**config.mk**
```make
export PLATFORM = sky130hd
export DESIGN_NAME = led_refresh_ctrl
export DESIGN_NICKNAME = d
export VERILOG_FILES = /design/src/rtl/led_refresh_ctrl.sv
export SDC_FILE = /design/constraint.sdc
export NUM_CORES = 1
export LEC_CHECK = 0
export ABC_CLOCK_PERIOD_IN_PS = 2000
export BUFFER_PORTS_ARGS = -buffer_cell sky130_fd_sc_hd__buf_4
export CAP_MARGIN = 10
export CELL_PAD_IN_SITES_DETAIL_PLACEMENT = 1
export CELL_PAD_IN_SITES_GLOBAL_PLACEMENT = 2
export CORE_ASPECT_RATIO = 1.2
export CORE_MARGIN = 4
export CORE_UTILIZATION = 31
export DETAILED_ROUTE_END_ITERATION = 7
export PLACE_DENSITY_LB_ADDON = 0.1
export SYNTH_ARGS = -nofsm -noshare
export SYNTH_HDL_FRONTEND = slang
export SYNTH_SLANG_ARGS = --single-unit
```
**constraint.sdc**
```tcl
create_clock -name clk -period 2 [get_ports clk]
set_clock_uncertainty 0.2 [all_clocks]
set_input_delay 0 -clock clk [delete_from_list [all_inputs] [get_ports clk]]
set_output_delay 0 -clock clk [all_outputs]
set_load 0.05 [all_outputs]
```
**src/rtl/led_refresh_ctrl.sv**
```systemverilog
// LED frame refresh sequencer: fetches FRAME_BYTES bytes from a shared single-port
// byte RAM, hands them to the LED shifter, enforces the latch gap and arbitrates host writes.
module led_refresh_ctrl #(
    parameter int unsigned LED_CNT   = 14,
    parameter int unsigned ADDR_W    = 6,
    parameter int unsigned RESET_CYC = 2500,
    parameter int unsigned CNT_W     = 12
) (
    input  logic              clk,
    input  logic              rst_n,
    input  logic              wr_req_i,
    input  logic [ADDR_W-1:0] wr_addr_i,
    input  logic [7:0]        wr_data_i,
    output logic              wr_ack_o,
    input  logic              commit_i,
    output logic              busy_o,
    output logic              frame_done_o,
    output logic              mem_en_o,
    output logic              mem_we_o,
    output logic [ADDR_W-1:0] mem_addr_o,
    output logic [7:0]        mem_wdata_o,
    input  logic [7:0]        mem_rdata_i,
    output logic              tx_valid_o,
    output logic [7:0]        tx_data_o,
    input  logic              tx_ready_i,
    input  logic              tx_idle_i
);

    localparam int unsigned       FRAME_BYTES = LED_CNT * 3;
    localparam logic [ADDR_W-1:0] LAST_IDX    = ADDR_W'(FRAME_BYTES - 1);
    localparam logic [CNT_W-1:0]  GAP_LAST    = CNT_W'(RESET_CYC - 1);

    localparam logic [2:0] S_IDLE    = 3'd0;
    localparam logic [2:0] S_FETCH   = 3'd1;
    localparam logic [2:0] S_CAPTURE = 3'd2;
    localparam logic [2:0] S_SEND    = 3'd3;
    localparam logic [2:0] S_LATCH   = 3'd4;

    logic [2:0]        state_q,      state_d;
    logic [ADDR_W-1:0] byte_idx_q,   byte_idx_d;
    logic [CNT_W-1:0]  gap_cnt_q,    gap_cnt_d;
    logic              gap_run_q,    gap_run_d;
    logic              pending_q,    pending_d;
    logic              wr_ack_q,     wr_ack_d;
    logic              busy_q,       busy_d;
    logic              frame_done_q, frame_done_d;
    logic              mem_en_q,     mem_en_d;
    logic              mem_we_q,     mem_we_d;
    logic [ADDR_W-1:0] mem_addr_q,   mem_addr_d;
    logic [7:0]        mem_wdata_q,  mem_wdata_d;
    logic              tx_valid_q,   tx_valid_d;
    logic [7:0]        tx_data_q,    tx_data_d;

    // Next-state, datapath and RAM-port arbitration
    always_comb begin
        state_d      = state_q;
        byte_idx_d   = byte_idx_q;
        gap_cnt_d    = gap_cnt_q;
        gap_run_d    = gap_run_q;
        pending_d    = pending_q | (commit_i & (state_q != S_IDLE));
        wr_ack_d     = 1'b0;
        frame_done_d = 1'b0;
        mem_en_d     = 1'b0;
        mem_we_d     = 1'b0;
        mem_addr_d   = mem_addr_q;
        mem_wdata_d  = mem_wdata_q;
        tx_valid_d   = tx_valid_q;
        tx_data_d    = tx_data_q;

        case (state_q)
            S_IDLE: begin
                if (commit_i || pending_q) begin
                    pending_d  = 1'b0;
                    byte_idx_d = '0;
                    state_d    = S_FETCH;
                end
            end
            S_FETCH: begin
                state_d = S_CAPTURE;
            end
            S_CAPTURE: begin
                tx_data_d  = mem_rdata_i;
                tx_valid_d = 1'b1;
                state_d    = S_SEND;
            end
            S_SEND: begin
                if (tx_ready_i) begin
                    tx_valid_d = 1'b0;
                    if (byte_idx_q == LAST_IDX) begin
                        gap_run_d = 1'b0;
                        gap_cnt_d = '0;
                        state_d   = S_LATCH;
                    end else begin
                        byte_idx_d = byte_idx_q + 1'b1;
                        state_d    = S_FETCH;
                    end
                end
            end
            S_LATCH: begin
                // Gap count starts only once the shifter has drained the line
                if (!gap_run_q) begin
                    if (tx_idle_i) begin
                        gap_run_d = 1'b1;
                        gap_cnt_d = '0;
                    end
                end else if (gap_cnt_q == GAP_LAST) begin
                    gap_run_d    = 1'b0;
                    gap_cnt_d    = '0;
                    frame_done_d = 1'b1;
                    state_d      = S_IDLE;
                end else begin
                    gap_cnt_d = gap_cnt_q + 1'b1;
                end
            end
            default: begin
                state_d = S_IDLE;
            end
        endcase

        // The port access happens in the cycle after this edge, so decide on state_d
        if (state_d == S_FETCH) begin
            mem_en_d   = 1'b1;
            mem_we_d   = 1'b0;
            mem_addr_d = byte_idx_d;
        end else if (wr_req_i && !wr_ack_q) begin
            wr_ack_d = 1'b1;
            if (wr_addr_i <= LAST_IDX) begin
                mem_en_d    = 1'b1;
                mem_we_d    = 1'b1;
                mem_addr_d  = wr_addr_i;
                mem_wdata_d = wr_data_i;
            end
        end

        busy_d = (state_d != S_IDLE);
    end

    // State and output registers
    always_ff @(posedge clk or negedge rst_n) begin
        if (!rst_n) begin
            state_q      <= S_IDLE;
            byte_idx_q   <= '0;
            gap_cnt_q    <= '0;
            gap_run_q    <= 1'b0;
            pending_q    <= 1'b0;
            wr_ack_q     <= 1'b0;
            busy_q       <= 1'b0;
            frame_done_q <= 1'b0;
            mem_en_q     <= 1'b0;
            mem_we_q     <= 1'b0;
            mem_addr_q   <= '0;
            mem_wdata_q  <= '0;
            tx_valid_q   <= 1'b0;
            tx_data_q    <= '0;
        end else begin
            state_q      <= state_d;
            byte_idx_q   <= byte_idx_d;
            gap_cnt_q    <= gap_cnt_d;
            gap_run_q    <= gap_run_d;
            pending_q    <= pending_d;
            wr_ack_q     <= wr_ack_d;
            busy_q       <= busy_d;
            frame_done_q <= frame_done_d;
            mem_en_q     <= mem_en_d;
            mem_we_q     <= mem_we_d;
            mem_addr_q   <= mem_addr_d;
            mem_wdata_q  <= mem_wdata_d;
            tx_valid_q   <= tx_valid_d;
            tx_data_q    <= tx_data_d;
        end
    end

    assign wr_ack_o     = wr_ack_q;
    assign busy_o       = busy_q;
    assign frame_done_o = frame_done_q;
    assign mem_en_o     = mem_en_q;
    assign mem_we_o     = mem_we_q;
    assign mem_addr_o   = mem_addr_q;
    assign mem_wdata_o  = mem_wdata_q;
    assign tx_valid_o   = tx_valid_q;
    assign tx_data_o    = tx_data_q;

endmodule
```
==> results.cfg <==
[sta]
post-route-min-period_ns = 2.13
slew_viol_final = 0
grt_setup_unrepaired = true
fmax_mhz = 468
slew_headroom_pct = 54.7
tns_ns = -0.515
hold_viol_final = 0
layout_setup_ws_ns = -0.135
finalCritPeriodShare_pct = 107
tightest_slew_ns = 0.679
setup_viol = 13

[run_status]
status = finished, violations left
failed_checks = setup timing

[floorplan]
initial_core_util_pct = 31.9
fp.dieW_um = 89.3
num_rows = 35
dieArea_um2 = 9420
die_h_um = 106
io_pins = 56
core_um2 = 7710

[finish]
syn2layout_area_growth_pct = 53.0
finalNetCount = 362
fin_area_um2 = 3760
n_antenna_cell = 0
layout-drive-gt1-share_pct = 45.8
fillers = 838

[clocking]
cts_buffer_depth = 2
cts.root.buffer_cell = clkbuf_8
clk_pin_slew_ns = 0.09
clkSinkCount = 51
cts_tree = built
cts_inserted_buffers = 5
insertion_delay_ns = 0.31
cts.htree.levels = 2

[route]
vias = 2141
vias_per_cell = 5.05
drc = 0
drt.antenna.violating_nets = 0
wirelength_mm = 6.96
dr.pass1.iters = 4
first_iter_violations = 45
route.detailed.wl_per_inst_um = 16.4

[synth]
async_reset_ff_share_pct = 100
syn-cell-area_um2 = 2460
synth_seq_area_share_pct = 52.0
yosysWarnings = 0
avgSynthCellArea_um2 = 11.8
synthesis.nets = 239
synth.distinct_cells = 49
synth-edff-count = 0
synth-seq-cells = 51
postSynthCellCount = 208
synth-main-ff-cell = dfrtp_1

[worst_setup_path]
start_kind = flop
cp-end-kind = flop
worstPathRequired_ns = 1.98
critical_path_class = reg2reg
reg2reg_slack_ns = -0.13
arrival_ns = 2.12
cp_max_fo = 3

[placement]
place_congestion = 0.802
dp_hpwl_mm = 4.61
dpl_cell_area_um2 = 3190
portBuffers = 55

[pwr]
peakVddDrop_mv = 0.742
leakagePower_uw = 0.00185
power_density_nw_per_um2 = 1330

[global_routing]
grt_pass1_wl_mm = 11.5
grt_max_degree = 52
grt-ovfl-total = 0
grt_util_all_layers_pct = 15.6
first_global_vias = 2283
antenna_found_initial = 0

[worst_hold_path]
hold_path.class = in2reg

[job]
cap_violations = 0
## layer usage
metal | up-vias | share of wire [%] | track usage [%]
met5 | - | 0 | 0
met4 | 0 | 0.85 | 4.15
met3 | 6 | 4.2 | 2.81
met2 | 49 | 54 | 27.6
met1 | 1056 | 41 | 18.9
li1 | 1030 | - | -
## state kept, by name, indices dropped and copies added (netlist names)
signal and cells:
busy_o 1, tx_data_o 8, wr_ack_o 1, mem_en_o 1, mem_we_o 1, tx_valid_o 1
pending_q 1, mem_wdata_o 8, gap_run_q 1, mem_addr_o 6, byte_idx_q 6, state_q 3
gap_cnt_q 12, frame_done_o 1
## synth_stat cells (all sizes together), types with 4 or more instances
library cell	number	area [um^2]
inv	4	15.0
buf	7	60.1
dfrtp	51	1280
nor3	8	45.0
a21o	5	38.8
mux2	25	282
nor3b	7	57.6
and2	4	25.0
o21ai	6	30.0
nand3	7	35.0
nor2	6	22.5
a211o	9	80.1
a21oi	6	30.0
and3	12	76.3
nand2	8	30.0
nand4	5	31.3
## where the power goes
| part | internal [uW] | switching, uW |
|---|---|---|
| combinational | 1100 | 1580 |
| sequential | 1360 | 197 |
| clock | 412 | 373 |
| total | 2870 | 2150 |
## layout by cell type (no fill, tap or decap), types with 2 or more instances in the layout
| cell type | n |
|---|---|
| a211o_1 | 8 |
| nand2_1 | 8 |
| a21oi_1 | 5 |
| dfrtp_2 | 2 |
| mux2_1 | 2 |
| a22o_1 | 2 |
| mux2i_1 | 3 |
| inv_1 | 3 |
| nand4_1 | 5 |
| o22ai_1 | 3 |
| buf_6 | 4 |
| mux2_4 | 10 |
| nor2_1 | 6 |
| and2_1 | 3 |
| dlygate4sd3_1 | 27 |
| nor3b_2 | 3 |
| ha_1 | 2 |
| clkbuf_8 | 6 |
| nor3_1 | 7 |
| dfrtp_1 | 49 |
| nand3_1 | 7 |
| nor3b_1 | 4 |
| nor4bb_1 | 2 |
| a31oi_1 | 2 |
| buf_4 | 94 |
| a21o_1 | 3 |
| mux2_2 | 13 |
| and3_1 | 11 |
| o21ai_0 | 5 |
| nand2b_1 | 2 |
| nor4_1 | 2 |
| a21o_4 | 2 |
## path summary, 6_finish.rpt
check	from	endpoint	cells past startpoint
max	byte_idx_q[1]	busy_o	6
min	commit_i	byte_idx_q[0]	5
max reg2reg	byte_idx_q[1]	busy_o	6
min reg2reg	wr_ack_o	wr_ack_o	1
max in group asynchronous	rst_n	state_q[2]	2
min in group asynchronous	rst_n	mem_wdata_o[2]	2
## repair_timing
action,CTS,global route
pin swaps,5,9
hold buffers,27,0
endpoints found under the hold margin,79,0
gates resized for setup,8,23
setup buffers,5,4
endpoints found under the setup margin,24,26
gates cloned,1,0
## cells by family (layout without fill, tap and decap cells)
kind of cell / count (synthesis) / in the layout / synth area share, %
AOI/OAI and AO/OA: 38 / 39 / 11.1
xor gates and xnor gates: 1 / 1 / 0.357
and+or+nand+nor: 73 / 73 / 18.9
buffers and inverters: 14 / 137 / 3.51
muxes: 28 / 28 / 12.7
adders and majority gates: 3 / 3 / 1.53
DFF: 51 / 51 / 52.0
## critical path: stages, from the launching register on
cell	delay (ns)
dfrtp_1	0.40
inv_2	0.08
ha_4	0.12
and4bb_2	0.27
a31oi_1	0.09
or3_4	0.35
or4b_4	0.50
## metrics by stage
| stage | power, uW | setup WS [ns] | hold slack [ns] | instances | util, % |
|---|---|---|---|---|---|
| after floorplan | 3200 | -0.0591 | -0.496 | 208 | - |
| after global placement | 4020 | -0.143 | -0.107 | 380 | 41.3 |
| after detailed placement | 4040 | -0.167 | -0.103 | 380 | 41.3 |
| after CTS | 4940 | -0.137 | 0.0632 | 421 | 47.5 |
| after global routing | 5310 | -0.194 | 0.114 | 424 | 48.8 |
| final | 5020 | -0.135 | 0.0570 | 424 | 48.8 |
## final cells by class
cell class              count  area [um^2]  share of cell area [%]
flip-flops and latches     51         1280                    34.0
multi-input cells         144         1210                    32.1
repair buffers            125         1020                    27.2
well taps                  92          115                    3.06
clock buffers               6         82.6                    2.20
clock inverters             2         38.8                    1.03
inverters                   4         15.0                   0.399
No activity file was read; power rests on OpenSTA's default activity.
